File: src/rtl/rs232_avm_slave.sv
// Avalon-MM UART slave: RXDATA(0) / TXDATA(4) / STATUS(8) registers bridged to 8N1 serial lines.
// Every bus request is answered with exactly one wait cycle; side effects commit at the request edge.
module rs232_avm_slave #(
   parameter int CLKS_PER_BIT = 434
) (
   input  logic        avm_clk,
   input  logic        avm_rst,
   input  logic [4:0]  avs_address,
   input  logic        avs_read,
   output logic [31:0] avs_readdata,
   input  logic        avs_write,
   input  logic [31:0] avs_writedata,
   output logic        avs_waitrequest,
   input  logic        uart_rxd,
   output logic        uart_txd
);

   localparam int             CNT_W    = $clog2(CLKS_PER_BIT);
   localparam logic [CNT_W-1:0] BIT_END  = CNT_W'(CLKS_PER_BIT - 1);
   localparam logic [CNT_W-1:0] HALF_END = CNT_W'(CLKS_PER_BIT / 2 - 1);

   typedef enum logic {BUS_IDLE, BUS_RESP} bus_state_t;
   typedef enum logic [1:0] {RX_IDLE, RX_START, RX_DATA, RX_STOP} rx_state_t;
   typedef enum logic [1:0] {TX_IDLE, TX_START, TX_DATA, TX_STOP} tx_state_t;

   bus_state_t       r_bus_state, w_bus_next;
   rx_state_t        r_rx_state, w_rx_next;
   tx_state_t        r_tx_state, w_tx_next;

   logic [31:0]      r_readdata, w_rdata, w_status;
   logic             w_commit, w_rd_commit, w_wr_commit, w_rx_rd, w_tx_wr;

   logic [1:0]       r_rx_sync;
   logic             r_rx_prev, w_rx;
   logic [CNT_W-1:0] r_rx_cnt;
   logic [2:0]       r_rx_bit;
   logic [7:0]       r_rx_shift, r_rx_byte;
   logic             r_rx_full, r_overrun, r_frame_err;
   logic             w_rx_tick, w_rx_done, w_rx_ferr;

   logic [CNT_W-1:0] r_tx_cnt;
   logic [2:0]       r_tx_bit;
   logic [7:0]       r_tx_shift;
   logic             r_txd, w_trdy, w_tx_tick;
   logic             w_unused;

   assign w_unused = ^avs_writedata[31:8];

   // ---------------- bus FSM ----------------
   // NOTE: all state uses non-blocking assignments so every flop sees pre-edge values.
   always_ff @(posedge avm_clk or posedge avm_rst) begin
      if (avm_rst) r_bus_state <= BUS_IDLE;
      else         r_bus_state <= w_bus_next;
   end

   // NOTE: every always_comb assigns its outputs a default first, so no latch is inferred.
   always_comb begin
      w_bus_next = r_bus_state;
      case (r_bus_state)
         BUS_IDLE: if (avs_read || avs_write) w_bus_next = BUS_RESP;
         BUS_RESP: w_bus_next = BUS_IDLE;
         default:  w_bus_next = BUS_IDLE;
      endcase
   end

   always_comb begin
      avs_waitrequest = (r_bus_state != BUS_RESP);
   end

   assign w_commit    = (r_bus_state == BUS_IDLE) && (avs_read || avs_write);
   assign w_wr_commit = w_commit && avs_write;
   assign w_rd_commit = w_commit && avs_read && !avs_write;
   assign w_rx_rd     = w_rd_commit && (avs_address == 5'd0);
   assign w_tx_wr     = w_wr_commit && (avs_address == 5'd4) && w_trdy;
   assign w_status    = {24'b0, r_rx_full, w_trdy, 2'b0, r_overrun, r_frame_err, 2'b0};

   always_comb begin
      w_rdata = 32'b0;
      if (w_rd_commit) begin
         case (avs_address)
            5'd0:    w_rdata = {24'b0, r_rx_byte};
            5'd8:    w_rdata = w_status;
            default: w_rdata = 32'b0;
         endcase
      end
   end

   always_ff @(posedge avm_clk or posedge avm_rst) begin
      if (avm_rst)       r_readdata <= 32'b0;
      else if (w_commit) r_readdata <= w_rdata;
   end

   assign avs_readdata = r_readdata;

   // ---------------- RX path ----------------
   assign w_rx = r_rx_sync[1];

   always_ff @(posedge avm_clk or posedge avm_rst) begin
      if (avm_rst) r_rx_state <= RX_IDLE;
      else         r_rx_state <= w_rx_next;
   end

   always_comb begin
      w_rx_next = r_rx_state;
      case (r_rx_state)
         RX_IDLE:  if (r_rx_prev && !w_rx) w_rx_next = RX_START;
         RX_START: if (w_rx_tick) w_rx_next = w_rx ? RX_IDLE : RX_DATA;
         RX_DATA:  if (w_rx_tick && r_rx_bit == 3'd7) w_rx_next = RX_STOP;
         RX_STOP:  if (w_rx_tick) w_rx_next = RX_IDLE;
         default:  w_rx_next = RX_IDLE;
      endcase
   end

   always_comb begin
      w_rx_tick = 1'b0;
      case (r_rx_state)
         RX_START:         w_rx_tick = (r_rx_cnt == HALF_END);
         RX_DATA, RX_STOP: w_rx_tick = (r_rx_cnt == BIT_END);
         default:          w_rx_tick = 1'b0;
      endcase
   end

   assign w_rx_done = w_rx_tick && (r_rx_state == RX_STOP) && w_rx;
   assign w_rx_ferr = w_rx_tick && (r_rx_state == RX_STOP) && !w_rx;

   // NOTE: only control/status flops need reset; the bus sees nothing of the shift registers until loaded.
   always_ff @(posedge avm_clk or posedge avm_rst) begin
      if (avm_rst) begin
         r_rx_sync   <= 2'b11;
         r_rx_prev   <= 1'b1;
         r_rx_cnt    <= '0;
         r_rx_bit    <= 3'd0;
         r_rx_shift  <= 8'd0;
         r_rx_byte   <= 8'd0;
         r_rx_full   <= 1'b0;
         r_overrun   <= 1'b0;
         r_frame_err <= 1'b0;
      end else begin
         r_rx_sync <= {r_rx_sync[0], uart_rxd};
         r_rx_prev <= w_rx;
         r_rx_cnt  <= (w_rx_tick || r_rx_state == RX_IDLE) ? '0 : r_rx_cnt + CNT_W'(1);
         if (r_rx_state != RX_DATA) r_rx_bit <= 3'd0;
         else if (w_rx_tick)        r_rx_bit <= r_rx_bit + 3'd1;
         if (w_rx_tick && r_rx_state == RX_DATA) r_rx_shift <= {w_rx, r_rx_shift[7:1]};
         // A read clears the flags; a delivery on the same edge then wins and reasserts rx_full.
         if (w_rx_rd) begin
            r_rx_full   <= 1'b0;
            r_overrun   <= 1'b0;
            r_frame_err <= 1'b0;
         end
         if (w_rx_done) begin
            r_rx_byte <= r_rx_shift;
            r_rx_full <= 1'b1;
            if (r_rx_full && !w_rx_rd) r_overrun <= 1'b1;
         end
         if (w_rx_ferr) r_frame_err <= 1'b1;
      end
   end

   // ---------------- TX path ----------------
   always_ff @(posedge avm_clk or posedge avm_rst) begin
      if (avm_rst) r_tx_state <= TX_IDLE;
      else         r_tx_state <= w_tx_next;
   end

   always_comb begin
      w_tx_next = r_tx_state;
      case (r_tx_state)
         TX_IDLE:  if (w_tx_wr) w_tx_next = TX_START;
         TX_START: if (w_tx_tick) w_tx_next = TX_DATA;
         TX_DATA:  if (w_tx_tick && r_tx_bit == 3'd7) w_tx_next = TX_STOP;
         TX_STOP:  if (w_tx_tick) w_tx_next = TX_IDLE;
         default:  w_tx_next = TX_IDLE;
      endcase
   end

   always_comb begin
      w_trdy    = (r_tx_state == TX_IDLE);
      w_tx_tick = (r_tx_state != TX_IDLE) && (r_tx_cnt == BIT_END);
   end

   always_ff @(posedge avm_clk or posedge avm_rst) begin
      if (avm_rst) begin
         r_tx_cnt   <= '0;
         r_tx_bit   <= 3'd0;
         r_tx_shift <= 8'd0;
         r_txd      <= 1'b1;
      end else begin
         r_tx_cnt <= (w_tx_tick || r_tx_state == TX_IDLE) ? '0 : r_tx_cnt + CNT_W'(1);
         if (w_tx_wr) begin
            r_tx_shift <= avs_writedata[7:0];
            r_tx_bit   <= 3'd0;
            r_txd      <= 1'b0;
         end else if (w_tx_tick) begin
            case (r_tx_state)
               TX_START: begin
                  r_txd      <= r_tx_shift[0];
                  r_tx_shift <= {1'b0, r_tx_shift[7:1]};
               end
               TX_DATA: begin
                  r_tx_bit <= r_tx_bit + 3'd1;
                  if (r_tx_bit == 3'd7) begin
                     r_txd <= 1'b1;
                  end else begin
                     r_txd      <= r_tx_shift[0];
                     r_tx_shift <= {1'b0, r_tx_shift[7:1]};
                  end
               end
               default: r_txd <= 1'b1;
            endcase
         end
      end
   end

   assign uart_txd = r_txd;

endmodule

File: config.mk
export PLATFORM = sky130hd
export DESIGN_NAME = rs232_avm_slave
export DESIGN_NICKNAME = d
export VERILOG_FILES = /design/src/rtl/rs232_avm_slave.sv
export SDC_FILE = /design/constraint.sdc
export NUM_CORES = 1
export LEC_CHECK = 0
export ABC_AREA = 1
export CORE_ASPECT_RATIO = 1.1
export CORE_MARGIN = 5
export CORE_UTILIZATION = 45
export CTS_BUF_LIST = sky130_fd_sc_hd__clkbuf_16
export DETAILED_ROUTE_END_ITERATION = 6
export GPL_TIMING_DRIVEN = 1
export HOLD_SLACK_MARGIN = 0.12
export PLACE_DENSITY = 0.72
export SETUP_SLACK_MARGIN = 0.4
export SLEW_MARGIN = 10
export SYNTH_ARGS = -nofsm -noshare
export SYNTH_HDL_FRONTEND = slang
export SYNTH_SLANG_ARGS = --single-unit
File: constraint.sdc
create_clock -name avm_clk -period 2.2 [get_ports avm_clk]
set_input_delay 0.55 -clock avm_clk [delete_from_list [all_inputs] [get_ports avm_clk]]
set_output_delay 0.55 -clock avm_clk [all_outputs]
set_load 0.01 [all_outputs]
==> metrics, run 1 <==
Mapped Area=between 3000 and 4000 um2; wl on met1=between 2 and 3 mm; largest family of logic cells by synthesized area=simple AND/OR/NAND/NOR gates; Crit path buffers/inverters=1; WL met2=between 3 and 4 mm; htree depth=3; Mapped Cells=403; Num Clock Sinks=slightly below 70; Fmax achieved=0.569 GHz; Worst Tran Pin Value=about 0.57 ns; register area share after synthesis=49.7%; DR WL/cell=11.9 um; syn_area_per_cell=roughly 8.5 um2; Core Box Area=roughly 7400 um2; CTS Buf Count=9; Die Y=between 100 and 150 um; Leak=roughly 0.0021 uW; Rel. slew slack=just over 60%; area delta synth->final=20.8%; min Tclk post-route=1.76 ns; Final setup viols=0; R2R Path Start=r_tx_state[1]; largest net degree at the start of global routing=26; Flop pwr share=approximately 42%; Power Dens Cells=938 nW/um2; Routed Antenna Nets=0; number of I/O pins=76; initial antenna violation count=0; number of synthesized flops with an enable pin=0; Starting Density=between 40% and 50%; synth unique cells=33; final net count=501; Initial DRC Count=98; n_diodes=0; RSZ-0062 raised after global routing=yes; Main synth FF type=dfrtp_1; met3 WL post-DR=245 um; Die W=slightly above 90 um; type of the worst setup path=register to primary output; Synth Register Bits=68; critical path's slowest cell=clkdlybuf4s50_1; crit-path leading delay family=buffers and inverters; clock share of power=about a third; Syn. warnings=0; DPL Wire Length=around 4.6 mm; FF-to-FF path depth=8; # rows=33; xor/xnor share of the synthesized area=0.255%; CTS tree=built; simple logic cell fraction of the synthesized area=around 24%; number of global-route vias before repair=roughly 2500; share of cells above drive strength 1=between 10% and 20%; fillers=648; GRT overflow=0; final worst path period share=between 70 and 80%; CP arrival=1.21 ns; status=completed; Worst Hold Depth=0; Worst-Skew Late Latency=approximately 0.33 ns; DR DRC count=0; RD Place Congestion=a little under 0.8; Hold EP=r_rx_sync[1]; CP Capture Type=primary output; Combinational Power Share=24.0%; vias=between 2000 and 3000; R2R Path End=r_tx_shift[0]; Peak VDD IR=around 430 uV; post-synthesis mux area share=0%; FF+latch area=1710 um2; die area=about 9500 um2; worst path cell trace=clkdlybuf4s50_1; maximum clock insertion buffer count=2; CP max stage delay=approximately 0.54 ns; global-route wire length before repair=10.9 mm; critical-path maximum fanout=2; hold buffers post-CTS=0; clk_skew=0.00754 ns; clock root buffer=clkbuf_16; Int Pwr=~2600 uW; Worst R2R Setup Slack=about 0.58 ns; switching power=about 1300 uW; max_cap viols=0; Post-synth ARST share=100%; total negative slack=0 ns; Max Used Layer=met4; Vias/cell=roughly 4.9; DR pass1 iterations=4; Critical Path Start Type=register; Min-Delay Startpoint=r_rx_sync[0]; Hold WC Path Type=register to register; IO Port Bufs=27; GRT Total Usage=between 10 and 15%; sw frac=roughly 34%; CP Data Required Time=~1.7 ns; Clock transition at path regs=roughly 0.060 ns; Multi-input gate area=~1500 um2; final hold vios=0; Final Total Pwr=3890 uW; compound-cell area share of the yosys netlist=9.81%; fin. max-slew vios=0; WL final=between 6 and 7 mm; adder-cell share of the synthesized area=under 10%
-- timing repair --
item / 4_1_cts / 5_1_grt
gates cloned: 0 / 1
pin swaps: 0 / 5
buffers inserted: 0 / 2
endpoints found under the setup margin: 3 / 20
gates resized for setup: 3 / 22
-- cell families (layout without fill, tap and decap cells) --
logic type,after synthesis,after routing
AND/OR/NAND/NOR,189,190
buffers and inverters,77,102
flip-flops,68,68
AO/OA/AOI/OAI,55,55
adder cells (fa/ha/maj),12,12
other,1,24
XOR/XNOR,1,1
-- routing by layer --
layer / global-route usage (%) / up-vias
li1: - / 1338
met2: 23.7 / 49
met4: 7.67 / 0
met5: 0 / -
met3: 3.27 / 12
met1: 17.6 / 1233
-- cell usage in the layout, fill, tap and decap left out, types with 4 or more instances in the layout --
master,n
inv_2,7
a21oi_1,15
o21ai_0,7
nand2_2,4
dfrtp_1,64
nand4_1,6
nor2_2,4
ha_1,11
o311ai_1,4
nand2_1,101
buf_4,7
o21ai_2,8
dlymetal6s2s_1,7
dfstp_2,4
clkdlybuf4s50_1,18
clkbuf_16,9
nand3_1,16
nor3_1,10
inv_1,39
conb_1,24
nor2_1,34
o21ai_1,17
-- synthesized netlist by cell type (all sizes together), types with 2 or more instances --
master,number,share of area (%)
nor2,41,5.0
nand3b,2,0.44
ha,12,4.4
or2,2,0.36
a21oi,16,2.4
nand2,106,12
nand3,17,2.5
dfrtp,64,47
o311ai,4,1.0
o21ai,32,5.5
dfstp,4,3.1
nor3,10,1.5
buf,29,6.2
nor3b,3,0.66
nand4,7,1.7
inv,47,5.1
-- per-stage QoR --
step / hold WS, ns / setup slack (ns) / instance area (um2) / instances / util [%]
floorplan: 0.345 / 0.558 / 3520 / 426 / -
global placement: 0.346 / 0.0577 / 3770 / 520 / 50.7
detailed placement: 0.349 / 0.0245 / 3770 / 520 / 50.7
CTS: 0.357 / 0.409 / 4040 / 536 / 54.4
global route: 0.361 / 0.394 / 4140 / 539 / 55.7
finish: 0.356 / 0.442 / 4140 / 539 / 55.7
-- worst max-delay path by stage --
stage / depth (start not counted) / from / endpoint / slack (ns)
2_1_floorplan: 9 / avs_address[1] / r_tx_shift[0] / 0.56
3_3_place_gp: 9 / avs_address[3] / r_tx_bit[0] / 0.06
5_1_grt: 10 / avs_write / r_tx_shift[6] / 0.39
3_5_place_dp: 9 / avs_address[3] / r_tx_bit[0] / 0.02
6_report: 1 / avs_readdata[1] / avs_readdata[1] / 0.44
4_1_cts: 1 / avs_readdata[5] / avs_readdata[5] / 0.41
-- final cells by class --
type | instances | area share, %
repair buffers | 38 | 9.66
clock buffers | 9 | 5.44
flip-flops and latches | 68 | 41.2
clock inverters | 7 | 1.24
inverters | 48 | 4.47
multi-input cells | 282 | 35.4
well taps | 87 | 2.63
-- state kept, by name, summed over array words and instances (netlist names), 2 cells and up, named ones only --
signal        count
r_tx_shift        8
r_rx_bit          3
r_tx_bit          3
r_rx_shift        8
r_tx_cnt          9
r_rx_cnt          9
r_rx_byte         8
avs_readdata      8
r_rx_sync         2
r_tx_state        2
-- power groups by stage --
stage                     Combinational, uW  Clock, uW  Sequential, uW
after floorplan                         760          0            1590
after global routing                   1070       1400            1670
after CTS                               924       1350            1640
final                                   935       1310            1640
after detailed placement                906          0            1660
after global placement                  872          0            1640
No activity file was read; power rests on OpenSTA's default activity.
==> inputs of run 2 (changes only) <==
- PLACE_DENSITY: 0.72 -> 0.69
- clock period: 2.2 -> 1.7 ns (I/O delays scaled with it)
==> run 2 against run 1 <==
Against the previous run: register-to-register slack got worse by 0.46 ns; die area unchanged; clock power increased by 29%; total power increased by 55%; global-route usage increased by 2.7 points; combinational power increased by 140%; non-clock buffer count increased by 47; sequential power increased by 30%; sequential share of layout area decreased by 7.3 points; first-iteration DRC count increased by 66%; cell count increased by 8.9%; critical path type is now register to register.
==> metrics, run 2 (synthesis gave the netlist of run 1 again) <==
Routed Antenna Nets=0 (unchanged); critical-path maximum fanout=4 (+2); CP Data Required Time=1.93 ns (+0.28 ns); commonest non-fill, non-tap cells in the layout=nand2_1 (77), dfrtp_1 (62), buf_4 (41); DR pass1 iterations=4 (unchanged); area delta synth->final=47.0%; hold buffers post-CTS=0 (unchanged); Final setup viols=0 (unchanged); CTS Buf Count=9 (unchanged); vias=2986 (+13%); die area=9470 um2 (unchanged); share of cells above drive strength 1=40.8% (+26 points); RSZ-0062 raised after global routing=yes; type of the worst setup path=register to register; CP arrival=1.81 ns (+0.60 ns); GRT overflow=0 (unchanged); commonest non-fill, non-tap cell in the layout=nand2_1; clock root buffer=clkbuf_16; Power Dens Cells=1200 nW/um2 (+27%); final net count=550 (+9.8%); sw frac=37.2% (+3.4 points); Peak VDD IR=655 uV (+53%); Finished Layout Cells=587 (+8.9%); clock share of power=28.1% (-5.6 points); n_diodes=0 (unchanged); max_cap viols=0 (unchanged); DR WL/cell=15.2 um (+28%); global-route wire length before repair=13.0 mm (+20%); Die W=93.3 um (unchanged); Worst-Skew Late Latency=0.34 ns (about the same); number of global-route vias before repair=2947 (+19%); final hold vios=0 (unchanged); Clock transition at path regs=0.06 ns (about the same); number of I/O pins=76 (unchanged); Die Y=102 um (unchanged); DPL Wire Length=4.49 mm (-2.2%); status=completed; CP Capture Type=register; maximum clock insertion buffer count=2 (unchanged); Largest regs=r_rx_cnt: 9 flops, r_tx_cnt: 9 flops; WL final=8.92 mm (+39%); Combinational Power Share=36.6% (+13 points); Flop pwr share=35.3% (-6.9 points); IO Port Bufs=27 (unchanged); Leak=0.00245 uW (+16%); GRT Total Usage=17.1% (+2.7 points); Core Box Area=7430 um2 (unchanged); initial antenna violation count=0 (unchanged); Int Pwr=3790 uW (+47%); min Tclk post-route=1.58 ns; DR DRC count=0 (unchanged); Hold WC Path Type=register to register; Setup WS pre-CTS=-0.307 ns (-0.332 ns); CTS tree=built; clk_skew=0.00889 ns (+0.00135 ns); Starting Density=46.2% (unchanged); Initial DRC Count=163 (+66%); htree depth=3 (unchanged); Worst Setup Slack, final=0.120 ns (-0.322 ns); Critical Path Start Type=register; fin. max-slew vios=0 (unchanged); Num Clock Sinks=68 (unchanged); largest net degree at the start of global routing=69 (+170%); switching power=2250 uW (+71%); Vias/cell=5.09 (+4.2%); # rows=33 (unchanged); Fmax achieved=between 0.6 and 0.7 GHz; Placed Instances=529 (+1.7%); RD Place Congestion=0.793 (+1.1%); final worst path period share=between 90% and 100%
run 2: changes by cell type in the layout (fill, tap and decap cells not counted), moves of 7 or more:
cell             delta
a21oi_2             +8
buf_2               +8
buf_4              +34
clkdlybuf4s50_1     -8
buf_6              +11
nand2_2            +11
nand3_1             -9
nand2_1            -24
nor3_1              -7
nand3_2             +7
nor2_1              -7
a21oi_1             -9
nand2_4            +10
run 2: area by class of cell:
cell class                      count  area (um2)
Timing Repair Buffer               85         791
Clock inverter                      6        42.5
Clock buffer                        9         225
Inverter                           48         204
Fill cell                         549        2390
Multi-Input combinational cell    284        1960
Sequential cell                    68        1710
Tap cell                           87         109
run 2: per-layer routing:
metal | track usage, % | share of wire (%) | vias to the layer above
li1 | - | - | 1440
met1 | 20.3 | 40 | 1462
met2 | 30.1 | 54 | 68
met3 | 3.94 | 4.0 | 16
met4 | 6.43 | 1.5 | 0
met5 | 0 | 0 | -
run 2: power by group through the flow:
stage	combinational (uW)	sequential, uW	clock, uW
2_1_floorplan	999	2060	0
3_3_place_gp	1250	2110	0
3_5_place_dp	1290	2120	0
4_1_cts	1740	2100	1710
5_1_grt	2430	2160	1770
6_report	2210	2130	1690
run 2: path summary, 6_finish.rpt:
check / startpoint / end / slack (ns) / cells past startpoint
setup / recovery: r_rx_cnt[1] / r_rx_byte[4] / 0.12 / 9
hold / removal: r_rx_sync[0] / r_rx_sync[1] / 0.36 / 0
setup reg to reg: r_rx_cnt[1] / r_rx_byte[4] / 0.12 / 9
hold reg to reg: r_rx_sync[0] / r_rx_sync[1] / 0.36 / 0
max in group asynchronous: avm_rst / r_rx_sync[1] / 0.81 / 3
min in group asynchronous: avm_rst / r_tx_state[0] / 0.54 / 3
run 2: what timing repair did:
action,4_1_cts,5_1_grt
resized for setup,112,86
endpoints found under the setup margin,74,69
pin swaps,21,22
gates cloned,7,1
setup buffers,20,15
run 2: through the flow:
stage	hold slack, ns	power [uW]	setup TNS (ns)	instance area [um2]	utilization, %
2_1_floorplan	0.345	3060	0	3560	-
3_3_place_gp	0.347	3350	-2.82	3870	52.0
3_5_place_dp	0.349	3410	-3.45	3870	52.0
4_1_cts	0.358	5550	0	4600	61.8
5_1_grt	0.360	6370	0	5040	67.9
6_report	0.359	6030	0	5040	67.9
run 2: worst max-delay path: stages, from the launching register on:
cell and delay, ns:
dfrtp_1 0.43, inv_2 0.08, nand2_1 0.06, nor2_1 0.12, nand2_2 0.10, nor2_8 0.19, nand4_4 0.18, clkbuf_16 0.22
nand2_2 0.06, o21ai_2 0.05
==> inputs of run 3 (changes only) <==
- CTS_CLUSTER_DIAMETER: default -> 100
- GPL_TIMING_DRIVEN: 1 -> default
==> results of run 3 <==
The final DEF is identical to that of run 2; final timing and power are the same.
